[src/rtl/seg_pkg.sv]
// Shared constants for the multiplexed 7-segment scan driver:
// active-low hex glyph table (g..a, bit0 = a) and idle output codes.
package seg_pkg;

  localparam int         NUM_DIGITS = 4;
  localparam logic [7:0] SEG_OFF    = 8'hFF;
  localparam logic [3:0] AN_OFF     = 4'hF;

  // Entry 15 first, entry 0 last.
  localparam logic [15:0][6:0] HEX7_TABLE = {
    7'h0E, 7'h06, 7'h21, 7'h46, 7'h03, 7'h08, 7'h10, 7'h00,
    7'h78, 7'h02, 7'h12, 7'h19, 7'h30, 7'h24, 7'h79, 7'h40
  };

endpackage

[src/rtl/hex7_decode.sv]
// Combinational hex nibble to active-low 7-segment pattern (g..a).
module hex7_decode
  import seg_pkg::*;
(
  input  logic [3:0] hex,
  output logic [6:0] seg_n
);

  assign seg_n = HEX7_TABLE[hex];

endmodule

[src/rtl/seg_scan_driver.sv]
// Four-digit multiplexed 7-segment scanner with shadow/display double buffering,
// anode guard time and leading-zero blanking. Outputs are registered.
module seg_scan_driver
  import seg_pkg::*;
#(
  parameter int SCAN_DIV = 100000,
  parameter int GUARD    = 8
) (
  input  logic        clk,
  input  logic        rst_n,
  input  logic        load,
  input  logic [15:0] data,
  input  logic [3:0]  dp_in,
  input  logic        blank_lz,
  input  logic        en,
  output logic [7:0]  seg,
  output logic [3:0]  an,
  output logic        ack
);

  localparam int             CW      = (SCAN_DIV > 1) ? $clog2(SCAN_DIV) : 1;
  localparam logic [CW-1:0]  CNT_MAX = CW'(SCAN_DIV - 1);
  localparam logic [CW-1:0]  GRD     = CW'(GUARD);

  logic [CW-1:0] cnt_q, cnt_d;
  logic [1:0]    idx_q, idx_d;
  logic [15:0]   sh_q, sh_d, disp_q, disp_d;
  logic [3:0]    shdp_q, shdp_d, ddp_q, ddp_d;
  logic          pend_q, pend_d;
  logic          ack_q, ack_d;
  logic [7:0]    seg_q, seg_d;
  logic [3:0]    an_q, an_d;

  logic          tick, frame_bnd, commit;
  logic [3:0]    cur_hex;
  logic [6:0]    glyph;
  logic          cur_dp, lz_blank;

  hex7_decode u_dec (
    .hex   (cur_hex),
    .seg_n (glyph)
  );

  always_comb begin
    tick      = (cnt_q == CNT_MAX);
    frame_bnd = tick && (idx_q == 2'd3);
    // A load on the committing boundary bypasses the shadow straight to display.
    commit    = frame_bnd && (pend_q || load);

    cnt_d  = tick ? '0 : cnt_q + 1'b1;
    idx_d  = tick ? idx_q + 2'd1 : idx_q;

    sh_d   = load ? data  : sh_q;
    shdp_d = load ? dp_in : shdp_q;
    pend_d = frame_bnd ? 1'b0 : (pend_q || load);
    disp_d = commit ? sh_d   : disp_q;
    ddp_d  = commit ? shdp_d : ddp_q;
    ack_d  = commit;

    cur_hex  = disp_q[{idx_q, 2'b00} +: 4];
    cur_dp   = ddp_q[idx_q];
    // Digit k is a leading zero when digits 3..k are all zero.
    lz_blank = blank_lz && (idx_q != 2'd0) && ((disp_q >> {idx_q, 2'b00}) == 16'h0);

    an_d  = (!en || (cnt_q < GRD)) ? AN_OFF : ~(4'b0001 << idx_q);
    seg_d = en ? {~cur_dp, (lz_blank ? 7'h7F : glyph)} : SEG_OFF;
  end

  always_ff @(posedge clk or negedge rst_n) begin
    if (!rst_n) begin
      cnt_q  <= '0;
      idx_q  <= '0;
      sh_q   <= '0;
      shdp_q <= '0;
      disp_q <= '0;
      ddp_q  <= '0;
      pend_q <= 1'b0;
      ack_q  <= 1'b0;
      seg_q  <= SEG_OFF;
      an_q   <= AN_OFF;
    end else begin
      cnt_q  <= cnt_d;
      idx_q  <= idx_d;
      sh_q   <= sh_d;
      shdp_q <= shdp_d;
      disp_q <= disp_d;
      ddp_q  <= ddp_d;
      pend_q <= pend_d;
      ack_q  <= ack_d;
      seg_q  <= seg_d;
      an_q   <= an_d;
    end
  end

  assign seg = seg_q;
  assign an  = an_q;
  assign ack = ack_q;

endmodule

[config.mk]
export PLATFORM = sky130hd
export DESIGN_NAME = seg_scan_driver
export DESIGN_NICKNAME = d
export VERILOG_FILES = /design/src/rtl/seg_pkg.sv /design/src/rtl/hex7_decode.sv /design/src/rtl/seg_scan_driver.sv
export SDC_FILE = /design/constraint.sdc
export NUM_CORES = 1
export LEC_CHECK = 0
export BUFFER_PORTS_ARGS = -buffer_cell sky130_fd_sc_hd__buf_2
export CAP_MARGIN = 25
export CORE_ASPECT_RATIO = 0.8
export CORE_MARGIN = 1.5
export CORE_UTILIZATION = 40
export CTS_CLUSTER_SIZE = 28
export DETAILED_ROUTE_END_ITERATION = 10
export MAX_ROUTING_LAYER = met4
export SYNTH_ARGS = -nofsm -noshare
export SYNTH_HDL_FRONTEND = slang
export SYNTH_SLANG_ARGS = --single-unit
[constraint.sdc]
create_clock -name clk -period 2.47 [get_ports clk]
set_clock_uncertainty 0.1 [all_clocks]
set_input_delay 0.494 -clock clk [delete_from_list [all_inputs] [get_ports clk]]
set_output_delay 0.494 -clock clk [all_outputs]
set_load 0.005 [all_outputs]
==> results.json <==
{
  "wl_per_cell_um": 15.5,
  "utilization": 0.500,
  "place_congestion": 0.924,
  "cts_sinks": 73,
  "r2r-start": "idx_q[0]",
  "hold_viol": 0,
  "cts_tree": "built",
  "synthArstFlopShare": 1.00,
  "syn_avg_cell_area_um2": 13.1,
  "postSynthCellCount": 260,
  "r2r_cells": 8,
  "yosysWarnings": 0,
  "cp.required_ns": 2.61,
  "fp.dieW_um": 106,
  "p_comb_frac": 0.049,
  "drv_slew": 0,
  "p_switching_uw": 535,
  "path_max_fanout": 7,
  "vias": 2186,
  "ys_ff_latch": 73,
  "setup_viol": 0,
  "synth.top_cell.area_share": 0.448,
  "cp.arrival_ns": 2.41,
  "critPathLaunch": "idx_q[0]",
  "nets": 351,
  "r2r_slack_ns": 0.20,
  "netlist_area_um2": 3410,
  "dp_hpwl_um": 4820,
  "synth.top_cells.by_area": "dfrtp_1, dfstp_2, mux2_4, mux2_2, ha_1",
  "start_util": 0.421,
  "route.antenna.remaining_nets": 0,
  "clkTransAtPathRegs_ns": 0.08,
  "core-area_um2": 8090,
  "grt_pass1_wl_um": 11400,
  "power.leakage_uw": 0.00180,
  "antenna_found_initial": 0,
  "min_path_type": "in2async",
  "pwr-share-seq": 0.513,
  "p_sw_frac": 0.220,
  "drc_errors": 0,
  "power_frac_clock": 0.438,
  "synth_top_area_cell": "dfrtp_1",
  "cts-root-buf": "clkbuf_8",
  "synth_most_common_cell": "dfrtp_1",
  "clockBufferDepth": 2,
  "worstMarginPinSlew_ns": 0.611,
  "fin_crit_sh": 0.920,
  "cts_setup_buffers": 0,
  "first_iter_violations": 77,
  "synth-edff-count": 0,
  "rsz0062_at_grt": "false",
  "n_fill_cell": 727,
  "rows": 29,
  "htreeDepth": 3,
  "syn2layout_area_growth_pct": 18.8,
  "cts_inserted_buffers": 9,
  "synth_cell_types": 42,
  "io_buffers": 37,
  "synthTopCellsByCount": "dfrtp_1, mux2_2, mux2_4",
  "ios": 38,
  "seq_area_um2": 1840,
  "fin_crit_ns": 2.27,
  "power_density_nw_per_um2": 600,
  "die_y_um": 85.6,
  "totalWireLength_um": 6620,
  "rr_endpoint": "seg[2]",
  "syn_nets": 296,
  "slew-limit-headroom": 0.581,
  "max-vdd-ir-drop_v": 0.000285,
  "ys_dominant_reg_cell": "dfrtp_1",
  "startpoint_type": "register",
  "first_pass_iters": 4,
  "end_kind": "register",
  "multi_input_area_um2": 1510,
  "drive_gt1_frac": 0.416,
  "seq_area_frac_synth": 0.540,
  "via_per_inst": 5.11,
  "fp.dieArea_um2": 9090,
  "internal_power_uw": 1890,
  "drv_cap": 0,
  "diodes": 0,
  "grt_usage": 0.171,
  "setup_tns_ns": 0,
  "clock_latency_ns": 0.36,
  "crit_type": "reg2reg",
  "max_freq_ghz": 0.440,
  "overflow": 0,
  "status": "finished, final reports clean",
  "grt_max_degree": 37,
  "grt_pass1_vias": 2244
}
-- power groups by stage --
stage                     clock network, uW  registers (uW)  logic, uW
after floorplan                           0            1270       53.7
after global placement                    0            1270        123
after detailed placement                  0            1270        123
after CTS                              1090            1250        124
after global routing                   1150            1250        135
final                                  1060            1250        120
-- final cells by class --
cell class | instances | area share
Sequential cell | 73 | 0.455
Clock inverter | 6 | 0.0222
Multi-Input combinational cell | 175 | 0.373
Timing Repair Buffer | 51 | 0.0779
Inverter | 5 | 0.00464
Clock buffer | 10 | 0.0340
Tap cell | 108 | 0.0334
-- worst max-delay path, stage by stage (launching register included) --
cell and delay (ns):
dfrtp_1 0.41, mux4_2 0.58, inv_1 0.10, ha_1 0.22, nand2_1 0.08, nor4_2 0.19, o311a_1 0.24, a21boi_2 0.12
o311ai_0 0.12
-- metrics by stage --
step                cells  hold slack (ns)  total power, uW  instance area, um^2  setup slack [ns]
global route          428           0.0534             2530                 4050          0.000154
global placement      412            0.379             1390                 3810             0.192
finish                428           0.0248             2430                 4050             0.198
detailed placement    412            0.387             1390                 3810             0.117
floorplan             260           0.0984             1320                 3410             0.154
CTS                   428           0.0314             2460                 4040            0.0967
-- layout by cell type (no fill, tap or decap), types with 2 or more instances in the layout --
cell type	n
and3_1	5
o21ai_1	2
nand4_1	7
nand2_1	18
o221ai_1	2
mux2_2	24
nor4_4	2
nand3_1	8
xnor2_1	8
mux2_4	19
xor2_1	7
o21a_1	3
buf_4	12
and2_1	3
buf_12	2
dfstp_2	12
nor3_1	7
inv_1	4
bufinv_16	2
buf_2	37
nor4_1	3
ha_1	11
o21ai_0	4
a21oi_1	7
clkbuf_8	10
mux4_2	3
mux2i_1	4
dfrtp_1	60
nor2_1	14
-- flip-flops by register name, summed over array words and instances (netlist names) --
| signal | count |
|---|---|
| idx_q | 2 |
| seg | 8 |
| sh_q | 16 |
| pend_q | 1 |
| ddp_q | 4 |
| ack | 1 |
| shdp_q | 4 |
| cnt_q | 17 |
| an | 4 |
| disp_q | 16 |
-- logic make-up (layout without fill, tap and decap cells) --
logic type               count (synthesis)  count (layout)  share of synthesized area
flip-flops                              73              73                      0.540
AND/OR/NAND/NOR                         71              71                      0.110
multiplexers                            51              51                      0.199
AO/OA/AOI/OAI                           27              27                     0.0521
XOR/XNOR                                15              15                     0.0385
buffers and inverters                   12              72                     0.0202
adder cells (fa/ha/maj)                 11              11                     0.0404
-- what timing repair did --
action / in CTS / in global routing
resized for setup: 0 / 3
hold buffers: 0 / 0
setup endpoints to repair: 0 / 7
endpoints found under the hold margin: 0 / 0
-- routing by layer --
| layer | share of wire | track usage | vias up |
|---|---|---|---|
| li1 | - | - | 1044 |
| met1 | 0.51 | 0.249 | 1063 |
| met2 | 0.42 | 0.221 | 71 |
| met3 | 0.060 | 0.0600 | 8 |
| met4 | 0.011 | 0.0516 | 0 |
| met5 | 0 | - | - |
-- worst max path at each step --
stage,slack [ns],cells after the start,end
final,0.20,8,seg[2]
after global routing,0.0002,8,seg[2]
after CTS,0.1,8,seg[2]
after detailed placement,0.12,8,seg[2]
after global placement,0.19,8,seg[2]
after floorplan,0.15,9,seg[2]
No activity file was read; power rests on OpenSTA's default activity.
